[src/rtl/signal_gen_lpf_pkg.sv]
// ---------------------------------------------------------------------------
// signal_gen_lpf_pkg
// Shared constants and types for the signal generator / low-pass filter block.
//   TAPS      : number of FIR taps per channel
//   SAMPLE_W  : width of a filter input sample (and of each delay-line stage)
//   ACC_W     : width of the filter accumulator / output
//   COEF      : FIR coefficients, symmetric low-pass window with DC gain 20
//   dir_t     : triangle generator direction
// ---------------------------------------------------------------------------
package signal_gen_lpf_pkg;

   localparam int TAPS     = 8;
   localparam int SAMPLE_W = 12;
   localparam int ACC_W    = 24;

   typedef logic [SAMPLE_W-1:0] sample_t;
   typedef logic [ACC_W-1:0]    acc_t;

   typedef enum logic {
      DIR_UP   = 1'b0,
      DIR_DOWN = 1'b1
   } dir_t;

   localparam int unsigned COEF [TAPS] = '{1, 2, 3, 4, 4, 3, 2, 1};

   // Coefficient k widened to accumulator width so products never truncate.
   function automatic acc_t coefAt(input int k);
      return acc_t'(COEF[k]);
   endfunction

endpackage

[src/rtl/signal_gen_lpf_if.sv]
// ---------------------------------------------------------------------------
// signal_gen_lpf_if
// Bundles the generator samples and the filtered outputs of signal_gen_lpf.
//   x1 : triangle sample, tenths of a unit (12 bits)
//   x2 : sawtooth sample, tenths of a unit (12 bits)
//   x3 : square sample, integer (8 bits)
//   y1 : filtered x1 (24 bits)
//   y2 : filtered x2 (24 bits)
//   y3 : filtered x3 (24 bits)
// master drives all of them (the block), slave observes them.
// ---------------------------------------------------------------------------
interface signal_gen_lpf_if;
   import signal_gen_lpf_pkg::*;

   logic [11:0] x1;
   logic [11:0] x2;
   logic [7:0]  x3;
   acc_t        y1;
   acc_t        y2;
   acc_t        y3;

   modport master (output x1, output x2, output x3, output y1, output y2, output y3);
   modport slave  (input  x1, input  x2, input  x3, input  y1, input  y2, input  y3);

endinterface

[src/rtl/signal_gen_lpf_lpf_channel.sv]
// ---------------------------------------------------------------------------
// lpf_channel
// One 8-tap unsigned integer FIR low-pass channel.
//   clk  : system clock, rising edge
//   rst  : asynchronous active-low reset
//   i_x  : input sample, sampled every clock
//   o_y  : registered filter output, sum of coef[k]*d[k] over the pre-edge
//          delay line, so a sample taken at edge E first shows at edge E+1
// ---------------------------------------------------------------------------
module lpf_channel
   import signal_gen_lpf_pkg::*;
(
   input  logic    clk,
   input  logic    rst,
   input  sample_t i_x,
   output acc_t    o_y
);

   sample_t r_d [TAPS];
   acc_t    r_y;
   acc_t    w_sum;

   // Weighted sum of the current delay line. The worst case 4095*20 fits in
   // the accumulator, so no saturation logic is needed.
   always_comb begin
      w_sum = '0;
      for (int k = 0; k < TAPS; k++) begin
         w_sum = w_sum + acc_t'(r_d[k]) * coefAt(k);
      end
   end

   // Delay line shifts every clock and the output captures the sum of the
   // values that were in the line just before this edge.
   always_ff @(posedge clk or negedge rst) begin
      if (!rst) begin
         for (int k = 0; k < TAPS; k++) begin
            r_d[k] <= '0;
         end
         r_y <= '0;
      end else begin
         r_d[0] <= i_x;
         for (int k = 1; k < TAPS; k++) begin
            r_d[k] <= r_d[k-1];
         end
         r_y <= w_sum;
      end
   end

   assign o_y = r_y;

endmodule

[src/rtl/signal_gen_lpf.sv]
// ---------------------------------------------------------------------------
// signal_gen_lpf
// Waveform generator (triangle, sawtooth, square) feeding three identical
// FIR low-pass channels. Generators advance once per prescaler tick; filters
// run every clock.
//   clk  : system clock, rising edge
//   rst  : asynchronous active-low reset
//   bus  : master side of signal_gen_lpf_if (x1/x2/x3 samples, y1/y2/y3
//          filtered outputs)
// ---------------------------------------------------------------------------
module signal_gen_lpf
   import signal_gen_lpf_pkg::*;
#(
   parameter int DIV     = 100,
   parameter int X1_MAX  = 1000,
   parameter int X1_STEP = 10,
   parameter int X2_MAX  = 2000,
   parameter int X2_STEP = 25,
   parameter int X3_HIGH = 200,
   parameter int X3_HALF = 25
)
(
   input  logic             clk,
   input  logic             rst,
   signal_gen_lpf_if.master bus
);

   localparam int PRESC_W = ($clog2(DIV) > 0) ? $clog2(DIV) : 1;
   localparam int SQ_W    = ($clog2(X3_HALF) > 0) ? $clog2(X3_HALF) : 1;

   logic [PRESC_W-1:0] r_prescCount;
   logic               w_tick;

   sample_t            r_x1;
   dir_t               r_dir;
   sample_t            r_x2;
   logic [7:0]         r_x3;
   logic [SQ_W-1:0]    r_sqCount;

   sample_t            w_x1Next;
   dir_t               w_dirNext;
   sample_t            w_x2Next;
   logic [7:0]         w_x3Next;
   logic [SQ_W-1:0]    w_sqNext;

   logic [SAMPLE_W:0]  w_x1Up;
   logic [SAMPLE_W:0]  w_x2Up;

   acc_t               w_y1;
   acc_t               w_y2;
   acc_t               w_y3;

   // Prescaler: free-running 0..DIV-1; the tick is the cycle that ends a
   // full count, so the first generator update lands on edge DIV.
   always_ff @(posedge clk or negedge rst) begin
      if (!rst) begin
         r_prescCount <= '0;
      end else if (w_tick) begin
         r_prescCount <= '0;
      end else begin
         r_prescCount <= r_prescCount + 1'b1;
      end
   end

   assign w_tick = (r_prescCount == PRESC_W'(DIV - 1));

   // One extra bit so the candidate sums can be compared against the peak
   // without wrapping.
   assign w_x1Up = {1'b0, r_x1} + (SAMPLE_W+1)'(X1_STEP);
   assign w_x2Up = {1'b0, r_x2} + (SAMPLE_W+1)'(X2_STEP);

   // Next-value logic for all three generators. The triangle clamps to its
   // limits and flips direction there so it never overshoots; the sawtooth
   // drops to zero when the next step would pass its peak; the square
   // toggles each time its half-period counter wraps.
   always_comb begin
      w_x1Next  = r_x1;
      w_dirNext = r_dir;
      w_x2Next  = r_x2;
      w_x3Next  = r_x3;
      w_sqNext  = r_sqCount;

      if (r_dir == DIR_UP) begin
         if (w_x1Up >= (SAMPLE_W+1)'(X1_MAX)) begin
            w_x1Next  = SAMPLE_W'(X1_MAX);
            w_dirNext = DIR_DOWN;
         end else begin
            w_x1Next = w_x1Up[SAMPLE_W-1:0];
         end
      end else begin
         if (r_x1 <= SAMPLE_W'(X1_STEP)) begin
            w_x1Next  = '0;
            w_dirNext = DIR_UP;
         end else begin
            w_x1Next = r_x1 - SAMPLE_W'(X1_STEP);
         end
      end

      if (w_x2Up > (SAMPLE_W+1)'(X2_MAX)) begin
         w_x2Next = '0;
      end else begin
         w_x2Next = w_x2Up[SAMPLE_W-1:0];
      end

      if (r_sqCount == SQ_W'(X3_HALF - 1)) begin
         w_sqNext = '0;
         w_x3Next = (r_x3 == 8'd0) ? 8'(X3_HIGH) : 8'd0;
      end else begin
         w_sqNext = r_sqCount + 1'b1;
      end
   end

   // Generator state only moves on a tick; between ticks every sample holds.
   always_ff @(posedge clk or negedge rst) begin
      if (!rst) begin
         r_x1      <= '0;
         r_dir     <= DIR_UP;
         r_x2      <= '0;
         r_x3      <= '0;
         r_sqCount <= '0;
      end else if (w_tick) begin
         r_x1      <= w_x1Next;
         r_dir     <= w_dirNext;
         r_x2      <= w_x2Next;
         r_x3      <= w_x3Next;
         r_sqCount <= w_sqNext;
      end
   end

   lpf_channel u_lpf1 (
      .clk (clk),
      .rst (rst),
      .i_x (r_x1),
      .o_y (w_y1)
   );

   lpf_channel u_lpf2 (
      .clk (clk),
      .rst (rst),
      .i_x (r_x2),
      .o_y (w_y2)
   );

   // The square wave is only 8 bits; the filter sees it zero-extended.
   lpf_channel u_lpf3 (
      .clk (clk),
      .rst (rst),
      .i_x ({4'd0, r_x3}),
      .o_y (w_y3)
   );

   assign bus.x1 = r_x1;
   assign bus.x2 = r_x2;
   assign bus.x3 = r_x3;
   assign bus.y1 = w_y1;
   assign bus.y2 = w_y2;
   assign bus.y3 = w_y3;

endmodule

[src/flat_wrapper.sv]
// flat-port wrapper written by rule: the top's interface ports become plain ports
module signal_gen_lpf_flat import signal_gen_lpf_pkg::*;
#(
   parameter int DIV     = 100,
   parameter int X1_MAX  = 1000,
   parameter int X1_STEP = 10,
   parameter int X2_MAX  = 2000,
   parameter int X2_STEP = 25,
   parameter int X3_HIGH = 200,
   parameter int X3_HALF = 25
)
  (clk, rst, bus_x1, bus_x2, bus_x3, bus_y1, bus_y2, bus_y3);
  signal_gen_lpf_if bus_i ();
  input  logic clk;
  input  logic rst;
  output wire logic [$bits(bus_i.x1)-1:0] bus_x1;
  output wire logic [$bits(bus_i.x2)-1:0] bus_x2;
  output wire logic [$bits(bus_i.x3)-1:0] bus_x3;
  output wire logic [$bits(bus_i.y1)-1:0] bus_y1;
  output wire logic [$bits(bus_i.y2)-1:0] bus_y2;
  output wire logic [$bits(bus_i.y3)-1:0] bus_y3;
  assign bus_x1 = bus_i.x1;
  assign bus_x2 = bus_i.x2;
  assign bus_x3 = bus_i.x3;
  assign bus_y1 = bus_i.y1;
  assign bus_y2 = bus_i.y2;
  assign bus_y3 = bus_i.y3;
  signal_gen_lpf #(.DIV(DIV), .X1_MAX(X1_MAX), .X1_STEP(X1_STEP), .X2_MAX(X2_MAX), .X2_STEP(X2_STEP), .X3_HIGH(X3_HIGH), .X3_HALF(X3_HALF)) u_core (.clk(clk), .rst(rst), .bus(bus_i));
endmodule
[config.mk]
export PLATFORM = sky130hd
export DESIGN_NAME = signal_gen_lpf_flat
export DESIGN_NICKNAME = d
export VERILOG_FILES = /design/src/rtl/signal_gen_lpf_pkg.sv /design/src/rtl/signal_gen_lpf_if.sv /design/src/rtl/signal_gen_lpf_lpf_channel.sv /design/src/rtl/signal_gen_lpf.sv /design/src/flat_wrapper.sv
export SDC_FILE = /design/constraint.sdc
export NUM_CORES = 1
export LEC_CHECK = 0
export ABC_CLOCK_PERIOD_IN_PS = 8000
export CAP_MARGIN = 20
export CORE_ASPECT_RATIO = 1.1
export CORE_MARGIN = 1
export CORE_UTILIZATION = 67
export CTS_CLUSTER_DIAMETER = 50
export CTS_CLUSTER_SIZE = 24
export DETAILED_ROUTE_END_ITERATION = 7
export PLACE_DENSITY = 0.91
export RECOVER_POWER = 25
export SLEW_MARGIN = 20
export SYNTH_ARGS = -nofsm -noshare
export SYNTH_HDL_FRONTEND = slang
export SYNTH_HIERARCHICAL = 1
export SYNTH_SLANG_ARGS = --single-unit
[constraint.sdc]
create_clock -name clk -period 8 [get_ports clk]
set_clock_uncertainty 0.2 [all_clocks]
set_input_delay 0.8 -clock clk [delete_from_list [all_inputs] [get_ports clk]]
set_output_delay 0.8 -clock clk [all_outputs]
set_load 0.03 [all_outputs]
* After elaboration in Yosys (flattened, before gate mapping)
Index checks and enable logic that the tools add are counted.
** Word-level totals
- Bits in registers :: 357
- Output and inout bits :: 104
** Cells by class
- $add $sub $neg :: 26
- $mul :: 6
- Order comparisons :: 3
- Equality and inequality tests :: 2
- Muxes and demuxes :: 10
- Reduce and logical (&&, ||, !) cells :: 2
** Operators by type and width (count)
- 12-bit by 2-bit multiplier with 14-bit output (second input constant) :: 4
- 12-bit two-way mux :: 4
- 19-bit by 12-bit adder with 20-bit output :: 2
- 18-bit by 13-bit adder with 19-bit output :: 2
- 17-bit by 14-bit adder with 18-bit output :: 2
- 16-bit by 14-bit adder with 17-bit output :: 2
- 15-bit by 14-bit adder with 16-bit output :: 2
- 14-bit by 14-bit adder with 15-bit output :: 2
- 12-bit by 13-bit adder with 14-bit output :: 2
- 8-bit by 2-bit multiplier with 10-bit output (second input constant) :: 2
- 15-bit by 8-bit adder with 16-bit output :: 1
- 14-bit by 9-bit adder with 15-bit output :: 1
- 13-bit by 10-bit adder with 14-bit output :: 1
- 12-bit by 10-bit adder with 13-bit output :: 1
- 12-bit by 4-bit adder with 13-bit output (second input constant) :: 1
- 12-bit by 5-bit adder with 13-bit output (second input constant) :: 1
- 13-bit by 10-bit >= comparator with 1-bit output (second input constant) :: 1
- 13-bit by 11-bit greater-than comparator with 1-bit output (second input constant) :: 1
- 11-bit by 10-bit adder with 12-bit output :: 1
- 12-bit by 4-bit less-or-equal comparator with 1-bit output (second input constant) :: 1
- 12-bit by 4-bit subtractor with 12-bit output (second input constant) :: 1
- 10-bit by 10-bit adder with 11-bit output :: 1
- 8-bit by 9-bit adder with 10-bit output :: 1
- 8-bit zero test :: 1
- other kinds (9) :: 11

* Longest topological paths before layout
Gate-level depths: netlist of run 1.
- Word-level depth :: 7
- Mapped depth :: 20
- Depth with buffers taken out :: 19

* Cells and area by module
The synthesis of run 1 kept the hierarchy.
** By module, submodules not included
- lpf_channel (u_core.u_lpf2) :: times used 1, cells an instance 439, area each 6048.3 µm², seq. area each 2827.7 µm²
- lpf_channel (u_core.u_lpf1) :: times used 1, cells an instance 441, area each 6028.3 µm², seq. area each 2827.7 µm²
- lpf_channel (u_core.u_lpf3) :: times used 1, cells an instance 430, area each 5985.7 µm², seq. area each 2827.7 µm²
- signal_gen_lpf :: times used 1, cells an instance 307, area each 2656.3 µm², seq. area each 925.9 µm²

* Least setup slack after synthesis of run 1
Ideal clock, no wire load.
- Path kind :: register -> register
- Start :: reg u_core/u_lpf1/r_d[72] in the netlist's numbering
- End :: reg u_core.u_lpf1.r_y[14], in the netlist u_core/u_lpf1/o_y[14]
- Library setup time :: 124 ps
- Arrival time :: 5170 ps
- Slack :: 2506 ps
- Cell stages (with the launch flop) :: 19
- Period minus slack after synthesis :: 5494 ps
- Cells stage by stage :: dfrtp_1 > ha_1 > fa_1 > a21o_1 > a221oi_1 > o21ai_0 > xnor2_1 > fa_1 > inv_1 > fa_1 > fa_1 > fa_1 > inv_1 > ha_1 > nand2_1 > or3_4 > a31o_1 > o31a_1 > xnor2_1
** Between the ends
- Cells in the longest elaborated chain, start to end :: 7
** RTL lines
- start, declared :: RTL line signal_gen_lpf_lpf_channel.sv:19 : sample_t r_d [TAPS];
- start signal, assigned by index :: RTL line signal_gen_lpf_lpf_channel.sv:43 : r_d[k] <= r_d[k-1];
- 12-bit by 13-bit adder with 14-bit output :: RTL line signal_gen_lpf_lpf_channel.sv:28 : w_sum = w_sum + acc_t'(r_d[k]) * coefAt(k);
- 14-bit by 14-bit adder with 15-bit output :: RTL line signal_gen_lpf_lpf_channel.sv:28
- 15-bit by 14-bit adder with 16-bit output :: RTL line signal_gen_lpf_lpf_channel.sv:28
- 16-bit by 14-bit adder with 17-bit output :: RTL line signal_gen_lpf_lpf_channel.sv:28
- 17-bit by 14-bit adder with 18-bit output :: RTL line signal_gen_lpf_lpf_channel.sv:28
- 18-bit by 13-bit adder with 19-bit output :: RTL line signal_gen_lpf_lpf_channel.sv:28
- 19-bit by 12-bit adder with 20-bit output :: RTL line signal_gen_lpf_lpf_channel.sv:28
- named net u_core.u_lpf1.w_sum[14] :: RTL line signal_gen_lpf_lpf_channel.sv:21 : acc_t w_sum;
- end signal, assigned :: RTL line signal_gen_lpf_lpf_channel.sv:45 : r_y <= w_sum;
- end, declared :: RTL line signal_gen_lpf_lpf_channel.sv:20 : acc_t r_y;
The timed path passes the listed nets, and every way through them passes these cells.
A chain may end at the register's enable or synchronous reset.

* Worst setup path after layout of run 1
- Start :: reg u_core/u_lpf1/r_d[72] in the netlist's numbering
- End :: reg u_core.u_lpf1.r_y[12], in the netlist u_core/u_lpf1/o_y[12]
The elaborated chain is that of the path after synthesis.

==> reports/qor.yml, run 1 <==
dieHeight_um: 186.4
final_max_slew_viol_count: 0
r2r_end: "u_core/u_lpf1/o_y[12]$_DFF_PN0_"
clk_latency_ps: 540
placementRows: 67
final_nets: 2082
crit_slowest_cell: "a221oi_1"
p_int_uw: 3564
crit_path_end_kind: "flop"
synth.top_cell.area_share: 0.4541
htreeDepth: 2
path_clk_slew_ps: 90
p_leak_uw: 0.01148
p_seq_frac: 0.383
fillers: 1649
vdd_ir_drop_max_mv: 0.2858
critPathMaxStageDelay_ps: 670
tightest_slew_ps: 878.5
route.detailed.drc: 0
async_reset_ff_frac: 1.000
crit_chain: "ha_1 -> fa_1 -> a21o_1 -> a221oi_1 -> o21ai_0 -> xnor2_1 -> fa_1 -> inv_1 -> fa_1 -> fa_1 -> fa_1 -> inv_1 -> ha_1 -> nand2_1 -> or3_4 -> a31oi_1 -> or4_1 -> o2111ai_1"
syn_inst: 1617
antenna_left: 0
switchingPower_uw: 1725
first_pass_iters: 5
critPathMaxFanout: 5
p_sw_frac: 0.3262
postLayoutCoreUtil: 0.7598
r2r_cells: 18
path_class: "flop to flop"
worst_setup_path_start_kind: "flop"
ioPinCount: 106
drive_gt1_frac: 0.05161
synthTopCellsByCount: "dfrtp_1 (376), inv_1 (299), fa_1 (252)"
setup_tns_ps: 0
cts_buffers: 34
grt_pass1_vias: 14260
hold_buffers: 0
yosysSeqAreaShare: 0.4541
cts_setup_buffers: 0
hold_violations: 0
area_growth_pct: 11.60
r2r_start: "u_core/u_lpf1/r_d[72]$_DFF_PN0_"
netlist_area_um2: 20720
yosysTopAreaCell: "dfrtp_1"
num_vias: 12580
rsz0062_at_grt: "no"
cts_tree: "built"
grtUsageTotal: 0.2974
synth-edff-count: 0
totalPowerFinal_uw: 5290
cts_sinks: 376
synth_warnings: 6
cts-root-buf: "clkbuf_16"
final_area_um2: 23120
fin_crit_ps: 6323
ys.flop_type: "dfrtp_1"
crit_arrival_ps: 6510
synth_cell_type_count: 82
synth.most_common_cell: "dfrtp_1"
routed_wl_um: 43880
grt_first_pass_wirelength_um: 72660
status: "finished, final reports clean"
grt_overflow: 0
path_common_cell: "fa_1"
dieArea_um2: 31630
via_per_inst: 5.829
post_dp_cell_area_um2: 21820
ys_seq_elements: 376
place_congestion: 0.8303
fmax_mhz: 158.2
antenna_found_initial: 0
diodes: 0
drt_iter0_markers: 966
post-route-period-util: 0.7903
comb_power_share: 0.273
cap_violations: 0
finalSetupViolations: 0
regToRegSetupSlack_ps: 1680
netlist_top_cells_area: "dfrtp_1 (45%), fa_1 (24%), ha_1 (6.6%), inv_1 (5.4%), xnor2_1 (2.1%)"
power_density_nw_per_um2: 228.8
wl_per_cell_um: 20.33
slew_headroom: 0.4143
cp_data_required_time_ps: 8190
hpwlAfterDp_um: 29230
cts_buffer_depth: 3
syn_avg_cell_area_um2: 12.81
p_clk_frac: 0.344
cts_resized: 0
fp.dieW_um: 169.7
worstHoldPathType: "primary input to asynchronous set/reset pin"
initial_core_util: 0.6809
grt_max_degree: 147
core-area_um2: 30430
portBuffers: 78
[cells by family (layout without fill, tap and decap cells)]
logic type               after synthesis  in the layout  synth area share
AND/OR/NAND/NOR                      208            208           0.05182
other                                  4             37         0.0007245
buffers and inverters                351            445           0.07217
flip-flops                           376            376            0.4541
XOR/XNOR                              67             67           0.02832
adder cells (fa/ha/maj)              362            362            0.3099
multiplexers                           4              4          0.002053
AO/OA/AOI/OAI                        245            245           0.08086
[state kept, by name, indices dropped and copies added, names as in the netlist]
register             cells
u_core/u_lpf3/r_d       96
u_core/r_dir             1
u_core/r_sqCount         5
u_core/bus.x3            1
u_core/u_lpf2/o_y       17
u_core/bus.x2           12
u_core/u_lpf1/r_d       96
u_core/u_lpf3/o_y       17
u_core/bus.x1           11
u_core/r_prescCount      7
u_core/u_lpf1/o_y       17
u_core/u_lpf2/r_d       96
[per-stage QoR]
step	hold slack, ps	cells	setup WS, ps
detailed placement	164.8	2095	1969
CTS	178.8	2157	1785
global route	31.26	2158	1450
finish	0.05118	2158	1677
global placement	159.9	2095	2226
floorplan	153.7	1650	2506
[per-layer routing]
| metal | GRT usage | wire (um) | vias to the layer above |
|---|---|---|---|
| met5 | 0 | 0 | - |
| met4 | 0.1389 | 2143 | 0 |
| met3 | 0.04221 | 1979 | 155 |
| met2 | 0.5211 | 23610 | 527 |
| met1 | 0.3650 | 16150 | 6547 |
| li1 | - | - | 5349 |
[area by class of cell]
type / instances / area (um^2) / share of cell area
flip-flops and latches: 376 / 9409 / 0.4069
clock inverters: 27 / 395.4 / 0.01710
inverters: 299 / 1122 / 0.04854
repair buffers: 84 / 858.3 / 0.03712
multi-input cells: 923 / 9943 / 0.4300
clock buffers: 35 / 875.8 / 0.03788
well taps: 414 / 518.0 / 0.02240
[power by group through the flow]
stage               Combinational, uW  Sequential (uW)  Clock (uW)
floorplan                         867             2160           0
global placement                 1230             2060           0
detailed placement               1340             2060           0
CTS                              1430             2030        1850
global route                     1590             2030        1920
finish                           1440             2030        1820
[worst max path at each step]
stage	from	end	slack, ps	cells after the start
floorplan	u_core/u_lpf1/r_d[72]$_DFF_PN0_	u_core/u_lpf1/o_y[14]$_DFF_PN0_	2510	18
global placement	u_core/u_lpf1/r_d[72]$_DFF_PN0_	u_core/u_lpf1/o_y[14]$_DFF_PN0_	2230	18
detailed placement	u_core/u_lpf1/r_d[72]$_DFF_PN0_	u_core/u_lpf1/o_y[13]$_DFF_PN0_	1970	17
CTS	u_core/u_lpf1/r_d[72]$_DFF_PN0_	u_core/u_lpf1/o_y[13]$_DFF_PN0_	1790	17
global route	u_core/u_lpf1/r_d[72]$_DFF_PN0_	u_core/u_lpf1/o_y[15]$_DFF_PN0_	1450	17
finish	u_core/u_lpf1/r_d[72]$_DFF_PN0_	u_core/u_lpf1/o_y[12]$_DFF_PN0_	1680	18
[critical path, delay by kind of cell (launching register included)]
family	cells	cell delay [ps]
adder cells (fa/ha/maj)	7	3080
AO/OA/AOI/OAI	5	1570
AND/OR/NAND/NOR	3	600
flip-flops	1	420
XOR/XNOR	1	190
buffers and inverters	2	100
[cells in the final DEF, fill, tap and decap left out, drive strengths merged, types with 9 or more instances in the layout]
cell type,n
clkbuf,35
inv,309
a211oi,10
nor2b,10
o21ai,46
clkdlybuf4s50,77
nor2,49
nand2b,11
dfrtp,376
ha,110
fa,252
a21o,28
and3,10
clkinv,12
or3,9
xnor2,50
nand4,11
xor2,17
nand3,22
a21oi,62
a31oi,12
nand2,47
nor3,14
o31ai,9
o211ai,12
conb,37
(Power assumes the default switching activity.)
==> run 2: changes to the inputs <==
- ABC_CLOCK_PERIOD_IN_PS: 8000 -> 6600
- CORE_UTILIZATION: 67 -> 62
- PLACE_DENSITY: 0.91 -> 0.85
- clock period: 8 -> 6.6 ns (I/O delays scaled with it)
==> run 2 against run 1 <==
Setup slack got worse by 1300 ps. Cell count rose by 0.83%. Utilization is 4.8 points lower. Hold slack better by 170 ps. Non-clock buffer count unchanged. Sequential power increased by 21%. Sequential share of layout area down 0.17 points. Fmax up 2.1%. Die area increased by 8.0%. Largest power group unchanged. Highest routed layer unchanged.
==> reports/qor.yml, run 2 (same netlist as run 1, synthesis figures left out) <==
cts_tree: "built"
crit_arrival_ps: 6370
area_growth_pct: 12.08
hold_violations: 0
cap_violations: 0
power_density_nw_per_um2: 274.1
routed_wl_um: 38570
fin_crit_ps: 6191
r2r_end: "u_core/u_lpf1/o_y[12]$_DFF_PN0_"
rsz0062_at_grt: "no"
dieArea_um2: 34150
wl_per_cell_um: 17.73
post-place-ws_ps: 674.9
worstSetupEndpoint: "u_core/u_lpf1/o_y[12]$_DFF_PN0_"
path_clk_slew_ps: 90
totalPowerFinal_uw: 6366
regToRegSetupSlack_ps: 410
clk_latency_ps: 550
drive_gt1_frac: 0.05429
cts-root-buf: "clkbuf_16"
fp.dieW_um: 176.3
fmax_mhz: 161.5
initial_core_util: 0.6349
core-area_um2: 32630
num_vias: 12000
ioPinCount: 106
antenna_found_initial: 0
grt_overflow: 0
path_class: "flop to flop"
biggestRegsByFlops: "u_core/u_lpf1/r_d x96, u_core/u_lpf2/r_d x96, u_core/u_lpf3/r_d x96"
drt_iter0_markers: 738
r2r_cells: 18
grt_max_degree: 145
via_per_inst: 5.515
antenna_left: 0
final_cell_mix: "dfrtp_1 (376), inv_1 (299), fa_1 (252), ha_1 (110), clkdlybuf4s50_1 (77)"
final_common_cell: "dfrtp_1"
critPathMaxFanout: 5
diodes: 0
portBuffers: 78
r2r_start: "u_core/u_lpf1/r_d[72]$_DFF_PN0_"
final_max_slew_viol_count: 0
p_leak_uw: 0.01152
hpwlAfterDp_um: 27030
final_nets: 2085
worst_slack_ps: 409.0
worstHoldPathType: "flop to flop"
slew_headroom: 0.3844
dieHeight_um: 193.7
cts_setup_buffers: 0
cp-startpoint: "u_core/u_lpf1/r_d[72]$_DFF_PN0_"
cp_data_required_time_ps: 6780
cts_buffers: 37
cts_sinks: 376
timing.hold.ws_ps: 169.0
worst_setup_path_start_kind: "flop"
vdd_ir_drop_max_mv: 0.3732
cts_buffer_depth: 3
htreeDepth: 2
first_pass_iters: 6
post-route-period-util: 0.9380
crit_path_end_kind: "flop"
status: "finished, final reports clean"
grtUsageTotal: 0.2487
grt_first_pass_wirelength_um: 66830
finalSetupViolations: 0
placementRows: 69
route.detailed.drc: 0
place_congestion: 0.8325
tightest_slew_ps: 923.4
grt_pass1_vias: 13500
setup_tns_ps: 0
## run 2: changes by cell type in the layout (fill, tap and decap cells not counted), moves of 2 or more
cell       delta
inv_12        +5
bufinv_16     -4
clkbuf_16     +4
inv_8         +4
clkinv_4      -3
buf_6         -2
clkinv_8      -2
inv_16        +2
## run 2: worst min-delay path by stage
stage,from,end,slack (ps),cells past startpoint
4_1_cts,u_core/u_lpf1/r_d[90]$_DFF_PN0_,u_core/u_lpf1/r_d[78]$_DFF_PN0_,160,0
5_1_grt,u_core/u_lpf1/r_d[90]$_DFF_PN0_,u_core/u_lpf1/r_d[78]$_DFF_PN0_,170,0
2_1_floorplan,u_core/u_lpf1/r_d[13]$_DFF_PN0_,u_core/u_lpf1/r_d[1]$_DFF_PN0_,150,0
3_3_place_gp,u_core/u_lpf2/r_d[46]$_DFF_PN0_,u_core/u_lpf2/r_d[34]$_DFF_PN0_,160,0
3_5_place_dp,u_core/u_lpf2/r_d[54]$_DFF_PN0_,u_core/u_lpf2/r_d[42]$_DFF_PN0_,160,0
6_report,u_core/u_lpf1/r_d[90]$_DFF_PN0_,u_core/u_lpf1/r_d[78]$_DFF_PN0_,170,0
## run 2: final cells by class
cell class	count	area (um^2)
inverters	299	1122
fillers	2020	9413
clock buffers	40	989.7
repair buffers	84	845.8
flip-flops and latches	376	9409
clock inverters	28	377.9
well taps	426	533.0
multi-input cells	923	9943
## run 2: metal layers
layer / GRT usage / vias up / wire length [um] / part of all wire
li1: - / 5357 / - / -
met1: 0.3217 / 6211 / 15340 / 0.40
met2: 0.4287 / 347 / 20320 / 0.53
met3: 0.03118 / 86 / 1556 / 0.040
met4: 0.09726 / 0 / 1354 / 0.035
met5: 0 / - / 0 / 0
## run 2: critical path, stage by stage (launching register included)
cell and delay, ps:
dfrtp_1 390, ha_1 230, fa_1 410, a21o_1 210
a221oi_1 590, o21ai_0 210, xnor2_1 180, fa_1 500
inv_1 70, fa_1 520, fa_1 440, fa_1 550
inv_1 50, ha_1 360, nand2_1 80, or3_4 350
a31oi_1 370, or4_1 170, o2111ai_1 130
## run 2: power by group
part | switching (uW) | internal (uW)
Combinational | 921 | 689
Sequential | 39.8 | 2410
Clock | 1100 | 1200
## run 2: per-stage QoR
step | instances | utilization | cell area (um^2)
floorplan | 1650 | - | 20840
global placement | 2107 | 0.6694 | 21840
detailed placement | 2107 | 0.6694 | 21840
CTS | 2176 | 0.7116 | 23220
global route | 2176 | 0.7116 | 23220
finish | 2176 | 0.7116 | 23220
## run 2: repair_timing
item	4_1_cts	5_1_grt
endpoints found under the hold margin	96	0
gates resized for setup	0	0
hold buffers	1	0
